### config.mk
export PLATFORM = sky130hd
export DESIGN_NAME = shifter_pipe
export DESIGN_NICKNAME = d
export VERILOG_FILES = /design/src/rtl/shifter_pipe.sv
export SDC_FILE = /design/constraint.sdc
export NUM_CORES = 1
export LEC_CHECK = 0
export ABC_AREA = 1
export CAP_MARGIN = 10
export CORE_ASPECT_RATIO = 1.75
export CORE_MARGIN = 2
export CORE_UTILIZATION = 50
export CTS_CLUSTER_DIAMETER = 60
export DETAILED_ROUTE_END_ITERATION = 7
export PLACE_DENSITY = 0.7
export SYNTH_ARGS = -nofsm -noshare
export SYNTH_HDL_FRONTEND = slang
export SYNTH_SLANG_ARGS = --single-unit
### constraint.sdc
create_clock -name clk_i -period 3.3 [get_ports clk_i]
set_clock_uncertainty 0.1 [all_clocks]
set_input_delay 0.66 -clock clk_i [delete_from_list [all_inputs] [get_ports clk_i]]
set_output_delay 0.66 -clock clk_i [all_outputs]
set_load 0.01 [all_outputs]
### src/rtl/shifter_pipe.sv
// Pipelined log-shifter (SLL/SRL/SRA/ROL/ROR) with valid/ready on both sides.
// Define SHIFTER_PIPE_TAG_EN to carry a TAG_W-bit sideband tag alongside each item.
module shifter_pipe #(
    parameter int unsigned XLEN   = 32,
    parameter int unsigned STAGES = 2,
    parameter int unsigned TAG_W  = 5
) (
    input  logic                    clk_i,
    input  logic                    rst_i,
    input  logic                    in_valid_i,
    output logic                    in_ready_o,
    input  logic [XLEN-1:0]         in_a_i,
    input  logic [$clog2(XLEN)-1:0] in_shamt_i,
    input  logic [2:0]              in_op_i,
`ifdef SHIFTER_PIPE_TAG_EN
    input  logic [TAG_W-1:0]        in_tag_i,
    output logic [TAG_W-1:0]        out_tag_o,
`endif
    output logic                    out_valid_o,
    input  logic                    out_ready_i,
    output logic [XLEN-1:0]         out_data_o
);
    localparam int unsigned L    = $clog2(XLEN);
    localparam int unsigned CtlN = (STAGES > 1) ? STAGES - 1 : 1;

    localparam logic [2:0] OpSll = 3'b000;
    localparam logic [2:0] OpSrl = 3'b001;
    localparam logic [2:0] OpSra = 3'b011;
    localparam logic [2:0] OpRol = 3'b100;
    localparam logic [2:0] OpRor = 3'b101;

    if (XLEN < 8 || XLEN > 64 || (XLEN & (XLEN - 1)) != 0 || STAGES < 1 || STAGES > L ||
        TAG_W < 1) begin : g_bad_params
        $error("shifter_pipe: unsupported parameter combination");
    end

    // One log-shifter level: shift by 2^k. SRA fill uses the current MSB, which
    // earlier SRA levels have kept equal to the original sign bit.
    function automatic logic [XLEN-1:0] shift_level(input logic [XLEN-1:0] x,
                                                     input logic [2:0] op,
                                                     input int unsigned k);
        int unsigned sh;
        sh = 32'd1 << k;
        case (op)
            OpSll:   shift_level = x << sh;
            OpSrl:   shift_level = x >> sh;
            OpSra:   shift_level = $signed(x) >>> sh;
            OpRol:   shift_level = (x << sh) | (x >> (XLEN - sh));
            OpRor:   shift_level = (x >> sh) | (x << (XLEN - sh));
            default: shift_level = x;
        endcase
    endfunction

    function automatic logic [XLEN-1:0] shift_stage(input logic [XLEN-1:0] x,
                                                     input logic [2:0] op,
                                                     input logic [L-1:0] shamt,
                                                     input int unsigned lo,
                                                     input int unsigned hi);
        logic [XLEN-1:0] r;
        r = x;
        for (int unsigned k = 0; k < L; k++) begin
            if (k >= lo && k < hi && shamt[k]) r = shift_level(r, op, k);
        end
        return r;
    endfunction

    logic [STAGES-1:0] v_q;
    logic [STAGES-1:0] load;
    logic [STAGES-1:0] src_v;
    logic [XLEN-1:0]   data_q    [STAGES];
    logic [XLEN-1:0]   src_data  [STAGES];
    logic [XLEN-1:0]   res       [STAGES];
    logic [2:0]        src_op    [STAGES];
    logic [L-1:0]      src_shamt [STAGES];
    logic [2:0]        op_q      [CtlN];
    logic [L-1:0]      shamt_q   [CtlN];

    // A stage loads when empty or when its downstream neighbour takes its item.
    always_comb begin
        logic acc;
        load = '0;
        acc  = out_ready_i;
        for (int s = int'(STAGES) - 1; s >= 0; s--) begin
            acc     = !v_q[s] || acc;
            load[s] = acc;
        end
    end

    assign in_ready_o = load[0] && !rst_i;

    always_comb begin
        src_v[0]     = in_valid_i;
        src_data[0]  = in_a_i;
        src_op[0]    = in_op_i;
        src_shamt[0] = in_shamt_i;
        for (int s = 1; s < int'(STAGES); s++) begin
            src_v[s]     = v_q[s-1];
            src_data[s]  = data_q[s-1];
            src_op[s]    = op_q[s-1];
            src_shamt[s] = shamt_q[s-1];
        end
    end

    for (genvar s = 0; s < STAGES; s++) begin : g_stage
        localparam int unsigned Lo = (s * L) / STAGES;
        localparam int unsigned Hi = ((s + 1) * L) / STAGES;
        assign res[s] = shift_stage(src_data[s], src_op[s], src_shamt[s], Lo, Hi);
    end

    always_ff @(posedge clk_i or posedge rst_i) begin
        if (rst_i) begin
            v_q <= '0;
            for (int s = 0; s < int'(STAGES); s++) data_q[s] <= '0;
            for (int s = 0; s < int'(CtlN); s++) begin
                op_q[s]    <= '0;
                shamt_q[s] <= '0;
            end
        end else begin
            for (int s = 0; s < int'(STAGES); s++) begin
                if (load[s]) begin
                    v_q[s] <= src_v[s];
                    if (src_v[s]) data_q[s] <= res[s];
                end
            end
            for (int s = 0; s < int'(STAGES) - 1; s++) begin
                if (load[s] && src_v[s]) begin
                    op_q[s]    <= src_op[s];
                    shamt_q[s] <= src_shamt[s];
                end
            end
        end
    end

`ifdef SHIFTER_PIPE_TAG_EN
    logic [TAG_W-1:0] tag_q [STAGES];

    always_ff @(posedge clk_i or posedge rst_i) begin
        if (rst_i) begin
            for (int s = 0; s < int'(STAGES); s++) tag_q[s] <= '0;
        end else begin
            if (load[0] && in_valid_i) tag_q[0] <= in_tag_i;
            for (int s = 1; s < int'(STAGES); s++) begin
                if (load[s] && v_q[s-1]) tag_q[s] <= tag_q[s-1];
            end
        end
    end

    assign out_tag_o = tag_q[STAGES-1];
`endif

    assign out_valid_o = v_q[STAGES-1];
    assign out_data_o  = data_q[STAGES-1];

endmodule

==> results of run 1 <==
-- cell families after synthesis --
logic type / share of synthesized area
compound gates: 0.109
simple gates: 0.478
flops: 0.277
buf+inv: 0.136
-- flip-flops by register name, summed over array words and instances (netlist names) --
name	flops
data_q	32
op_q	3
out_data_o	32
shamt_q	3
v_q	2
-- worst register-to-register path, stage by stage, from the launching register on --
cell,delay (ns)
sky130_fd_sc_hd__dfrtp_1,0.46
sky130_fd_sc_hd__inv_2,0.16
sky130_fd_sc_hd__nand2_2,0.11
sky130_fd_sc_hd__a21oi_4,0.62
sky130_fd_sc_hd__nand3_1,0.27
sky130_fd_sc_hd__nand3_1,0.14
sky130_fd_sc_hd__nand3_1,0.09
sky130_fd_sc_hd__nand3_1,0.09
sky130_fd_sc_hd__nand3_1,0.18
sky130_fd_sc_hd__nand2_1,0.12
sky130_fd_sc_hd__inv_1,0.04
-- worst paths after layout --
check	endpoint	startpoint
min in group asynchronous	v_q[1]	rst_i
hold / removal	out_data_o[16]	out_data_o[16]
max in group asynchronous	data_q[45]	rst_i
setup reg to reg	out_data_o[13]	op_q[2]
hold reg to reg	out_data_o[16]	out_data_o[16]
setup / recovery	in_ready_o	out_ready_i
-- routing by layer --
metal | vias up | global-route usage | routed length (um)
met5 | - | 0 | 0
met1 | 3307 | 0.332 | 7750
met4 | 0 | 0.179 | 1120
li1 | 3646 | - | -
met2 | 269 | 0.546 | 10700
met3 | 62 | 0.0354 | 906
-- through the flow --
stage / utilization / instance area, um2 / power [uW] / worst slack, ns / instances
5_1_grt: 0.587 / 7510 / 4990 / 0.513 / 1311
6_report: 0.587 / 7510 / 4650 / 0.612 / 1311
3_3_place_gp: 0.563 / 7200 / 3620 / 0.414 / 1295
3_5_place_dp: 0.563 / 7200 / 3630 / 0.348 / 1295
4_1_cts: 0.587 / 7510 / 4660 / 0.598 / 1311
2_1_floorplan: - / 6510 / 3000 / 0.108 / 1119
-- power by group through the flow --
stage	Clock, uW	Sequential [uW]	Combinational, uW
after floorplan	0	1300	1700
final	1010	1390	2250
after global placement	0	1390	2230
after detailed placement	0	1400	2230
after global routing	1060	1420	2510
after CTS	1020	1390	2250
-- cell type report --
cell class,count,area [um2],area share
Tap cell,171,214,0.0285
Inverter,94,353,0.0470
Sequential cell,72,1800,0.240
Clock buffer,11,253,0.0336
Clock inverter,5,55.1,0.00733
Timing Repair Buffer,102,1010,0.134
Multi-Input combinational cell,856,3830,0.509
-- cells in the final DEF (no fill, tap or decap), drive strengths merged --
cell / count
nand2: 457
nand3: 226
inv: 94
clkdlybuf4s50: 77
dfrtp: 72
o21ai: 47
nor2: 42
a21oi: 36
o221ai: 27
buf: 25
clkbuf: 11
or2: 8
nand4: 5
o22ai: 4
o211ai: 2
clkinv: 2
clkinvlp: 2
nor3: 1
nand3b: 1
bufinv: 1
==> out/summary.log, run 1 <==
qor: critical_path.critical-path-top-delay-family buffers and inverters
qor: yosys.ys_dominant_reg_cell sky130_fd_sc_hd__dfrtp_1
qor: power_and_ir_drop.p_int 2700 uW
qor: yosys.synthDominantCellAreaShare 0.277
qor: routing.via_per_inst 5.56
qor: cts.clk_latency 0.35 ns
qor: yosys.ys_async_sr_fraction 1.00
qor: cts.tritoncts done
qor: sta.finalMaxSlewViolations 0
qor: cells_and_area.share_of_final_layout_standard_cells_stronger_than_drive_strength_1 0.0553
qor: sta.worst-slew-pin-transition 0.890 ns
qor: global_routing.grt_pass1_wl 34100 um
qor: floorplanning.placeableCoreArea 0.0128 mm2
qor: routing.postRouteWirelength 20500 um
qor: sta.max-slew-margin-rel 0.407
qor: critical_path.timing.reg2reg.worst_path_depth 10
qor: yosys.yosys.cell_count.top_type sky130_fd_sc_hd__nand2_1
qor: yosys.synth.area.top_cells sky130_fd_sc_hd__dfrtp_1 (28%), sky130_fd_sc_hd__nand2_1 (26%), sky130_fd_sc_hd__nand3_1 (17%), sky130_fd_sc_hd__inv_1 (5.2%), sky130_fd_sc_hd__buf_4 (4.3%)
qor: power_and_ir_drop.power_frac_clock 0.217
qor: placement.place.gp.congestion 0.896
qor: cts.cts_resized 0
qor: cts.cts.reportedPaths.clkPinSlew 0.06 ns
qor: routing.drc 0
qor: sta.hold_viol 0
qor: yosys.synth_sequential_area_ratio 0.277
qor: cts.cts_hold_repair.buffers 0
qor: sta.final-setup-viol-count 0
qor: cells_and_area.areaGrowthSynthToFinish 15.4%
qor: sta.totalNegativeSetupSlack 0 ns
qor: routing.drt-wirelength-per-cell 15.6 um
qor: cells_and_area.finish.net_count 1179
qor: cells_and_area.fill_cells 1380
qor: critical_path.timing.critical_path.arrival 1.93 ns
qor: critical_path.regToRegSetupSlack 0.81 ns
qor: outcome.outcome finished clean
qor: power_and_ir_drop.net-switching-power 1960 uW
qor: placement.port_buffer_count 77
qor: power_and_ir_drop.power.ir.vdd_worst 0.000241 V
qor: sta.final_min_period_over_clock_period 0.814
qor: cts.numClockSinks 72
qor: critical_path.critical_path.startpoint_type primary input
qor: cts.ctsRootBufferMaster sky130_fd_sc_hd__clkbuf_16
qor: yosys.synthesis.nets 1163
qor: floorplanning.fp.dieW 90.2 um
qor: floorplanning.die_area 0.0140 mm2
qor: yosys.syn_avg_cell_area 5.82 um2
qor: routing.drt.antenna.violating_nets 0
qor: routing.routed-via-count 7284
qor: critical_path.path_cells clkdlybuf4s50_1, inv_1, nand3_1, nand2_1, inv_1, clkdlybuf4s50_1
qor: worst_hold_path.hp-class flip-flop to flip-flop
qor: cells_and_area.num_antenna_cells 0
qor: floorplanning.fp.dieH 155 um
qor: global_routing.vias_in_the_first_global_route 6926
qor: sta.post-route-min-period 2.69 ns
qor: power_and_ir_drop.static-leakage-power 0.00388 uW
qor: sta.grt_setup_unrepaired no
qor: critical_path.worst-path-stages 6
qor: critical_path.timing.critical_path.buf_inv 4
qor: global_routing.globalRouteOverflowTotal 0
qor: critical_path.path_max_fanout 3
qor: sta.fmaxAchievable 372 MHz
qor: floorplanning.floorplan.rows 55
qor: yosys.synth-edff-count 0
qor: cts.clock_tree.buffer_depth 2
qor: global_routing.globalRouteTotalUtil 0.300
qor: power_and_ir_drop.net_switching_fraction_of_the_power 0.421
qor: yosys.synth_top_area_cell sky130_fd_sc_hd__dfrtp_1
qor: cts.cts-htree-levels 3
qor: critical_path.crit_required 2.54 ns
qor: critical_path.worstSetupPathType primary input to output port
qor: power_and_ir_drop.power_per_cell_area 619 mW/mm2
qor: yosys.synth.cell_area 0.00651 mm2
qor: critical_path.timing.critical_path.slowest_stage_cell sky130_fd_sc_hd__clkdlybuf4s50_1
qor: floorplanning.floorplan.initialDensity 0.508
qor: run.cap_violations 0
qor: power_and_ir_drop.seqPwrFrac 0.299
qor: floorplanning.number_of_top_level_pins 78
qor: cts.postCtsSetupBuffers 0
qor: cts.cts_buffers 9
qor: yosys.ys_ff_latch 72
qor: worst_hold_path.timing.hold.worst_path_depth 2
qor: yosys.synth.yosys.warnings 0
qor: routing.drtPass1Iterations 6
qor: yosys.ys_types 24
qor: routing.drt_iter0_drc 488
qor: yosys.synth.top_cells.by_count sky130_fd_sc_hd__nand2_1 (452), sky130_fd_sc_hd__nand3_1 (226), sky130_fd_sc_hd__inv_1 (91)
qor: yosys.synthesis.instances 1119
qor: global_routing.antenna_violations_before_repair 0
qor: critical_path.slowest_delay 0.52 ns
qor: global_routing.largest_net_degree_at_the_start_of_global_routing 73
qor: critical_path.timing.critical_path.to_type output port
qor: placement.dp.final_hpwl 15100 um
qor: sta.timing.hold.ws 0.379 ns
qor: power_and_ir_drop.combinational_fraction_of_design_power 0.484
(Power assumes the default switching activity.)
==> run 2, diff against run 1 <==
==> constraint.sdc (replaced) <==
create_clock -name clk_i -period 2.7 [get_ports clk_i]
set_clock_uncertainty 0.1 [all_clocks]
set_input_delay 0.54 -clock clk_i [delete_from_list [all_inputs] [get_ports clk_i]]
set_output_delay 0.54 -clock clk_i [all_outputs]
set_load 0.01 [all_outputs]
==> out/summary.log, run 2 (same netlist as run 1, synthesis figures left out) <==
qor: critical_path.slowest_delay 0.52 ns [about the same]
qor: cts.cts_resized 0 [unchanged]
qor: global_routing.globalRouteTotalUtil 0.296 [was 0.300]
qor: run.cap_violations 0 [unchanged]
qor: critical_path.worstSetupPathType primary input to output port [unchanged]
qor: cts.numClockSinks 72 [unchanged]
qor: sta.final_min_period_over_clock_period 0.906
qor: power_and_ir_drop.power.ir.vdd_worst 0.000331 V [was 0.000241 V]
qor: placement.port_buffer_count 77 [unchanged]
qor: sta.finalMaxSlewViolations 0 [unchanged]
qor: routing.drt_iter0_drc 561 [was 488]
qor: routing.drc 0 [unchanged]
qor: power_and_ir_drop.power_per_cell_area 732 mW/mm2 [was 619 mW/mm2]
qor: cts.ctsRootBufferMaster sky130_fd_sc_hd__clkbuf_16 [unchanged]
qor: cts.clock_tree.buffer_depth 2 [unchanged]
qor: routing.drt-wirelength-per-cell 15.4 um [was 15.6 um]
qor: cells_and_area.layout.cells.most_common_list sky130_fd_sc_hd__nand2_1 (451), sky130_fd_sc_hd__nand3_1 (226), sky130_fd_sc_hd__inv_1 (90), sky130_fd_sc_hd__clkdlybuf4s50_1 (77), sky130_fd_sc_hd__dfrtp_1 (72) [unchanged]
qor: floorplanning.floorplan.rows 55 [unchanged]
qor: cts.cts-htree-levels 3 [unchanged]
qor: cells_and_area.share_of_final_layout_standard_cells_stronger_than_drive_strength_1 0.0658 [was 0.0553]
qor: cells_and_area.num_antenna_cells 0 [unchanged]
qor: critical_path.critical-path-top-delay-family buffers and inverters [unchanged]
qor: sta.fmaxAchievable 409 MHz
qor: cells_and_area.areaGrowthSynthToFinish 17.6% [was 15.4%]
qor: floorplanning.number_of_top_level_pins 78 [unchanged]
qor: cells_and_area.fill_cells 1334 [was 1380]
qor: placement.place.gp.congestion 0.989 [was 0.896]
qor: cells_and_area.most_common_cell_after_layout_fill_and_taps_aside sky130_fd_sc_hd__nand2_1 [unchanged]
qor: floorplanning.die_area 0.0140 mm2 [unchanged]
qor: routing.drt.antenna.violating_nets 0 [unchanged]
qor: sta.grt_setup_unrepaired no [unchanged]
qor: global_routing.grt_pass1_wl 33300 um [was 34100 um]
qor: outcome.outcome finished clean [unchanged]
qor: cts.cts_hold_repair.buffers 0 [unchanged]
qor: critical_path.critical_path.startpoint_type primary input [unchanged]
qor: global_routing.vias_in_the_first_global_route 6730 [was 6926]
qor: global_routing.globalRouteOverflowTotal 0 [unchanged]
qor: sta.max-slew-margin-rel 0.394 [was 0.407]
qor: critical_path.timing.critical_path.slowest_stage_cell sky130_fd_sc_hd__clkdlybuf4s50_1 [unchanged]
qor: power_and_ir_drop.static-leakage-power 0.00395 uW [was 0.00388 uW]
qor: sta.post-route-min-period 2.45 ns
qor: cells_and_area.finish.net_count 1195 [was 1179]
qor: cells_and_area.post_layout_nonfiller_instances 1326 [was 1311]
qor: floorplanning.fp.dieW 90.2 um [unchanged]
qor: routing.drtPass1Iterations 8 [was 6]
qor: cts.cts_buffers 9 [unchanged]
qor: placement.dp.final_hpwl 15900 um [was 15100 um]
qor: cells_and_area.fin_util 0.598 [was 0.587]
qor: routing.routed-via-count 7243 [was 7284]
qor: sta.worst-slew-pin-transition 0.909 ns [was 0.890 ns]
qor: cts.clk_latency 0.34 ns [was 0.35 ns]
qor: sta.totalNegativeSetupSlack 0 ns [unchanged]
qor: floorplanning.floorplan.initialDensity 0.508 [unchanged]
qor: critical_path.timing.critical_path.arrival 1.81 ns [was 1.93 ns]
qor: cts.postCtsSetupBuffers 0 [unchanged]
qor: floorplanning.fp.dieH 155 um [unchanged]
qor: sta.hold_viol 0 [unchanged]
qor: routing.postRouteWirelength 20400 um [was 20500 um]
qor: critical_path.crit_required 2.06 ns [was 2.54 ns]
qor: floorplanning.placeableCoreArea 0.0128 mm2 [unchanged]
qor: critical_path.timing.critical_path.to_type output port [unchanged]
qor: global_routing.antenna_violations_before_repair 0 [unchanged]
qor: placement.place.detailed.instances 1311 [was 1295]
qor: critical_path.path_max_fanout 3 [unchanged]
qor: cts.tritoncts done [unchanged]
qor: critical_path.timing.critical_path.buf_inv 4 [unchanged]
qor: global_routing.largest_net_degree_at_the_start_of_global_routing 73 [unchanged]
qor: sta.final-setup-viol-count 0 [unchanged]
qor: cts.cts.reportedPaths.clkPinSlew 0.05 ns [was 0.06 ns]
qor: routing.via_per_inst 5.46 [was 5.56]
qor: worst_hold_path.hp-class flip-flop to flip-flop [unchanged]
qor: critical_path.path_cells clkdlybuf4s50_1, inv_1, nand3_1, nand2_1, inv_1, clkdlybuf4s50_1 [unchanged]
run 2: changes by cell type in the layout (fill, tap and decap cells not counted):
cell / delta
sky130_fd_sc_hd__clkbuf_1: +2
sky130_fd_sc_hd__clkinvlp_4: +1
sky130_fd_sc_hd__buf_12: +4
sky130_fd_sc_hd__clkinv_2: -2
sky130_fd_sc_hd__inv_2: -1
sky130_fd_sc_hd__bufinv_16: -1
sky130_fd_sc_hd__buf_4: +12
run 2: worst paths after layout:
check | startpoint | to | slack (ns) | cells after the start
worst max-delay path | out_ready_i | in_ready_o | 0.25 | 6
worst min-delay path | out_data_o[5] | out_data_o[5] | 0.37 | 2
worst max register to register | op_q[2] | out_data_o[2] | 0.48 | 12
worst min register to register | out_data_o[5] | out_data_o[5] | 0.37 | 2
max in group asynchronous | rst_i | out_data_o[18] | 1.13 | 3
min in group asynchronous | rst_i | v_q[1] | 0.79 | 3
run 2: layout make-up:
type | instances | area [um2] | area share
tap | 171 | 214 | 0.0280
timing repair buffer | 118 | 1180 | 0.154
clock buffer | 13 | 260 | 0.0340
sequential | 72 | 1800 | 0.235
multi-input combinational | 856 | 3830 | 0.500
inverter | 94 | 357 | 0.0466
clock inverter | 2 | 15.0 | 0.00196
run 2: stage by stage:
step	setup WS, ns	power [uW]	area [um2]	hold slack (ns)
CTS	0.233	5620	7650	0.381
global placement	0.0263	4480	7380	0.363
finish	0.255	5600	7650	0.373
detailed placement	0.0404	4500	7380	0.365
global route	0.184	6040	7650	0.407
floorplan	0.209	3670	6510	0.350
run 2: per-layer routing:
layer	track usage	vias up	share of wire
met3	0.0363	48	0.038
met4	0.151	0	0.043
met5	0	-	0
met2	0.554	240	0.54
met1	0.326	3280	0.38
li1	-	3675	-
run 2: worst register-to-register path, stage by stage, from the launching register on:
cell and delay (ns):
sky130_fd_sc_hd__dfrtp_1 0.46, sky130_fd_sc_hd__inv_2 0.16, sky130_fd_sc_hd__nand2_2 0.11, sky130_fd_sc_hd__nand2_2 0.27, sky130_fd_sc_hd__buf_12 0.24, sky130_fd_sc_hd__nand2_1 0.09, sky130_fd_sc_hd__nand3_1 0.12, sky130_fd_sc_hd__nand3_1 0.08
sky130_fd_sc_hd__nand3_1 0.13, sky130_fd_sc_hd__nand3_1 0.08, sky130_fd_sc_hd__nand2_1 0.18, sky130_fd_sc_hd__nand2_1 0.09, sky130_fd_sc_hd__nand2_1 0.06
run 2: report_power, final:
group	internal [uW]	switching (uW)	total, uW
Clock	667	439	1110
Combinational	1160	1640	2800
Sequential	1410	279	1690
Total	3240	2360	5600
==> run 3, diff against run 2 <==
--- a/config.mk
+++ b/config.mk
@@ -5,11 +5,11 @@
 export SDC_FILE = /design/constraint.sdc
 export NUM_CORES = 1
 export LEC_CHECK = 0
-export ABC_AREA = 1
 export CAP_MARGIN = 10
 export CORE_ASPECT_RATIO = 1.75
 export CORE_MARGIN = 2
 export CORE_UTILIZATION = 50
+export CTS_BUF_LIST = sky130_fd_sc_hd__clkbuf_8 sky130_fd_sc_hd__clkbuf_16
 export CTS_CLUSTER_DIAMETER = 60
 export DETAILED_ROUTE_END_ITERATION = 7
 export PLACE_DENSITY = 0.7
==> out/summary.log, run 3 <==
qor: yosys.synth-edff-count 0 [unchanged]
qor: outcome.outcome finished clean [unchanged]
qor: routing.drc 0 [unchanged]
qor: sta.fmaxAchievable 393 MHz [was 409 MHz]
qor: global_routing.globalRouteTotalUtil 0.378 [was 0.296]
qor: critical_path.worstReg2RegStart op_q[1] [was op_q[2]]
qor: floorplanning.fp.dieW 87.5 um [was 90.2 um]
qor: floorplanning.floorplan.rows 53 [was 55]
qor: routing.via_per_inst 7.07 [was 5.46]
qor: yosys.synth_top_area_cell sky130_fd_sc_hd__dfrtp_1 [unchanged]
qor: sta.hold_viol 0 [unchanged]
qor: yosys.yosys.area_share.adder 0 [unchanged]
qor: power_and_ir_drop.power_per_cell_area 743 mW/mm2 [was 732 mW/mm2]
qor: yosys.synth.area.top_cells sky130_fd_sc_hd__dfrtp_1 (30%), sky130_fd_sc_hd__a221oi_1 (7.5%), sky130_fd_sc_hd__nor2_1 (6.5%), sky130_fd_sc_hd__o22ai_1 (5.0%), sky130_fd_sc_hd__nand2_1 (5.0%) [was sky130_fd_sc_hd__dfrtp_1 (28%), sky130_fd_sc_hd__nand2_1 (26%), sky130_fd_sc_hd__nand3_1 (17%), sky130_fd_sc_hd__inv_1 (5.2%), sky130_fd_sc_hd__buf_4 (4.3%)]
qor: yosys.synth.cell_area 0.00610 mm2 [was 0.00651 mm2]
qor: critical_path.slowest_delay 0.60 ns [was 0.52 ns]
qor: power_and_ir_drop.net-switching-power 2210 uW [was 2360 uW]
qor: routing.drt_iter0_drc 801 [was 561]
qor: routing.drt.antenna.violating_nets 0 [unchanged]
qor: critical_path.timing.critical_path.buf_inv 1 [was 4]
qor: yosys.largest_family_of_logic_cells_by_synthesized_area compound AO/OA/AOI/OAI gates [was simple AND/OR/NAND/NOR gates]
qor: worst_hold_path.timing.hold.worst_path_depth 1 [was 2]
qor: power_and_ir_drop.power_frac_clock 0.232 [was 0.198]
qor: placement.port_buffer_count 77 [unchanged]
qor: yosys.synth_sequential_area_ratio 0.295 [was 0.277]
qor: sta.timing.hold.ws 0.390 ns [was 0.373 ns]
qor: sta.final-setup-viol-count 0 [unchanged]
qor: cells_and_area.num_antenna_cells 0 [unchanged]
qor: yosys.ys_async_sr_fraction 1.00 [unchanged]
qor: floorplanning.placeableCoreArea 0.0119 mm2 [was 0.0128 mm2]
qor: global_routing.antenna_violations_before_repair 0 [unchanged]
qor: power_and_ir_drop.net_switching_fraction_of_the_power 0.401 [was 0.421]
qor: cts.ctsRootBufferMaster sky130_fd_sc_hd__clkbuf_16 [unchanged]
qor: worst_hold_path.min_delay_worst_endpoint out_data_o[10] [was out_data_o[5]]
qor: yosys.ys_dominant_reg_cell sky130_fd_sc_hd__dfrtp_1 [unchanged]
qor: yosys.ys_ff_latch 72 [unchanged]
qor: critical_path.critical-path-top-delay-family compound AO/OA/AOI/OAI gates [was buffers and inverters]
qor: yosys.synthesis.instances 786 [was 1119]
qor: critical_path.timing.critical_path.to_type flip-flop [was output port]
qor: yosys.synthesis.nets 830 [was 1163]
qor: cells_and_area.most_common_cell_after_layout_fill_and_taps_aside sky130_fd_sc_hd__nor2_1 [was sky130_fd_sc_hd__nand2_1]
qor: yosys.syn_avg_cell_area 7.76 um2 [was 5.82 um2]
qor: cts.numClockSinks 72 [unchanged]
qor: yosys.synth.yosys.warnings 0 [unchanged]
qor: sta.final_min_period_over_clock_period 0.942 [was 0.906]
qor: cells_and_area.layout.cells.most_common_list sky130_fd_sc_hd__nor2_1 (104), sky130_fd_sc_hd__nand2_1 (81), sky130_fd_sc_hd__clkdlybuf4s50_1 (77), sky130_fd_sc_hd__dfrtp_1 (72), sky130_fd_sc_hd__buf_4 (66) [was sky130_fd_sc_hd__nand2_1 (451), sky130_fd_sc_hd__nand3_1 (226), sky130_fd_sc_hd__inv_1 (90), sky130_fd_sc_hd__clkdlybuf4s50_1 (77), sky130_fd_sc_hd__dfrtp_1 (72)]
qor: floorplanning.die_area 0.0131 mm2 [was 0.0140 mm2]
qor: routing.routed-via-count 7011 [was 7243]
qor: cells_and_area.areaGrowthSynthToFinish 22.0% [was 17.6%]
qor: placement.dp.final_hpwl 18900 um [was 15900 um]
qor: global_routing.globalRouteOverflowTotal 0 [unchanged]
qor: sta.totalNegativeSetupSlack 0 ns [unchanged]
qor: global_routing.largest_net_degree_at_the_start_of_global_routing 73 [unchanged]
qor: worst_hold_path.worst_hold_startpoint out_data_o[10] [was out_data_o[5]]
qor: global_routing.vias_in_the_first_global_route 6870 [was 6730]
qor: yosys.synth_simple_gate_area_share 0.170 [was 0.478]
qor: sta.worst-slew-pin-transition 0.847 ns [was 0.909 ns]
qor: sta.post-route-min-period 2.54 ns [was 2.45 ns]
qor: yosys.synth.top_cells.by_count sky130_fd_sc_hd__nor2_1 (106), sky130_fd_sc_hd__nand2_1 (81), sky130_fd_sc_hd__dfrtp_1 (72) [was sky130_fd_sc_hd__nand2_1 (452), sky130_fd_sc_hd__nand3_1 (226), sky130_fd_sc_hd__inv_1 (91)]
qor: critical_path.path_max_fanout 18 [was 3]
qor: cts.clock_tree.buffer_depth 2 [unchanged]
qor: routing.drtPass1Iterations 6 [was 8]
qor: cts.clk_latency 0.34 ns [about the same]
qor: critical_path.timing.critical_path.arrival 2.66 ns [was 1.81 ns]
qor: critical_path.timing.reg2reg.worst_path_depth 7 [was 12]
qor: power_and_ir_drop.static-leakage-power 0.00292 uW [was 0.00395 uW]
qor: critical_path.critical_path.startpoint_type flip-flop [was primary input]
qor: yosys.synthDominantCellAreaShare 0.295 [was 0.277]
qor: placement.place.gp.congestion 1.09 [was 0.989]
qor: cells_and_area.share_of_final_layout_standard_cells_stronger_than_drive_strength_1 0.136 [was 0.0658]
qor: placement.place.detailed.instances 975 [was 1311]
qor: critical_path.path_cells nor2_2, buf_4, nand2_1, o221ai_1, o22ai_1, a311oi_1, a211oi_1 [was clkdlybuf4s50_1, inv_1, nand3_1, nand2_1, inv_1, clkdlybuf4s50_1]
qor: yosys.synth_compound_area_frac 0.410 [was 0.109]
qor: critical_path.regToRegSetupSlack 0.16 ns [was 0.48 ns]
qor: worst_hold_path.hp-class flip-flop to flip-flop [unchanged]
qor: critical_path.worstSetupPathType flip-flop to flip-flop [was primary input to output port]
qor: yosys.yosys.area_share.xor_xnor 0 [unchanged]
qor: power_and_ir_drop.power.ir.vdd_worst 0.000307 V [was 0.000331 V]
qor: cts.tritoncts done [unchanged]
qor: routing.drt-wirelength-per-cell 24.4 um [was 15.4 um]
qor: routing.postRouteWirelength 24200 um [was 20400 um]
qor: cells_and_area.post_layout_nonfiller_instances 991 [was 1326]
qor: floorplanning.number_of_top_level_pins 78 [unchanged]
qor: critical_path.r2r-end out_data_o[21] [was out_data_o[2]]
qor: sta.finalMaxSlewViolations 0 [unchanged]
qor: power_and_ir_drop.combinational_fraction_of_design_power 0.448 [was 0.501]
qor: global_routing.grt_pass1_wl 38000 um [was 33300 um]
qor: cts.cts_hold_repair.buffers 0 [unchanged]
qor: sta.grt_setup_unrepaired no [unchanged]
qor: critical_path.crit_required 2.82 ns [was 2.06 ns]
qor: floorplanning.fp.dieH 150 um [was 155 um]
qor: sta.max-slew-margin-rel 0.428 [was 0.394]
qor: power_and_ir_drop.seqPwrFrac 0.320 [was 0.302]
qor: floorplanning.floorplan.initialDensity 0.511 [was 0.508]
qor: critical_path.timing.critical_path.slowest_stage_cell sky130_fd_sc_hd__dfrtp_1 [was sky130_fd_sc_hd__clkdlybuf4s50_1]
qor: cts.cts_buffers 9 [unchanged]
qor: yosys.yosys.cell_count.top_type sky130_fd_sc_hd__nor2_1 [was sky130_fd_sc_hd__nand2_1]
qor: cells_and_area.finish.net_count 893 [was 1195]
qor: yosys.synthMuxAreaShare 0.0279 [was 0]
qor: power_and_ir_drop.power 5520 uW [was 5600 uW]
qor: yosys.ys_types 60 [was 24]
qor: run.cap_violations 0 [unchanged]
qor: cts.cts-htree-levels 3 [unchanged]
qor: cells_and_area.fin_util 0.623 [was 0.598]
qor: critical_path.worst-path-stages 7 [was 6]
qor: cts.cts.reportedPaths.clkPinSlew 0.06 ns [was 0.05 ns]
qor: power_and_ir_drop.p_int 3310 uW [was 3240 uW]
run 3: worst register-to-register path: cells and delay by family, from the launching register on:
family / cells / cell delay (ns)
flops: 1 / 0.60
compound gates: 4 / 0.93
simple gates: 2 / 0.57
buf+inv: 1 / 0.22
run 3: worst max path at each step:
stage,startpoint,end
after CTS,op_q[1],out_data_o[21]
after detailed placement,in_op_i[0],data_q[44]
after global routing,op_q[1],out_data_o[0]
after global placement,in_op_i[0],data_q[43]
after floorplan,rst_i,data_q[32]
final,op_q[1],out_data_o[21]
run 3: logic make-up after synthesis:
family	after synthesis
buffers and inverters	105
AO/OA/AOI/OAI	350
AND/OR/NAND/NOR	243
multiplexers	16
flip-flops	72
run 3: through the flow:
step	cell area, um2	setup slack (ns)
floorplan	6100	0.235
global placement	7120	0.0572
detailed placement	7120	-0.0191
CTS	7440	0.151
global route	7440	0.00685
finish	7440	0.157
run 3: per-layer routing:
| layer | wire length (um) | track usage | up-vias |
|---|---|---|---|
| li1 | - | - | 3143 |
| met1 | 8590 | 0.409 | 3335 |
| met2 | 12300 | 0.650 | 411 |
| met3 | 1330 | 0.0482 | 122 |
| met4 | 1990 | 0.288 | 0 |
| met5 | 0 | 0 | - |
run 3: power by group through the flow:
| stage | Sequential, uW | Combinational (uW) | Clock (uW) |
|---|---|---|---|
| 2_1_floorplan | 1570 | 1700 | 0 |
| 5_1_grt | 1790 | 2670 | 1350 |
| 4_1_cts | 1750 | 2430 | 1290 |
| 3_5_place_dp | 1770 | 2420 | 0 |
| 6_report | 1770 | 2470 | 1280 |
| 3_3_place_gp | 1760 | 2390 | 0 |
run 3: repair_timing:
| action | 4_1_cts | 5_1_grt |
|---|---|---|
| resized for setup | 0 | 1 |
| endpoints found under the setup margin | 0 | 4 |
| buffers inserted | 0 | 0 |
run 3: layout make-up:
type	count	area [um2]
clock inverters	7	95.1
repair buffers	149	1390
inverters	8	30.0
clock buffers	9	225
well taps	137	171
flip-flops and latches	72	1800
multi-input cells	609	3730
fillers	1076	4500
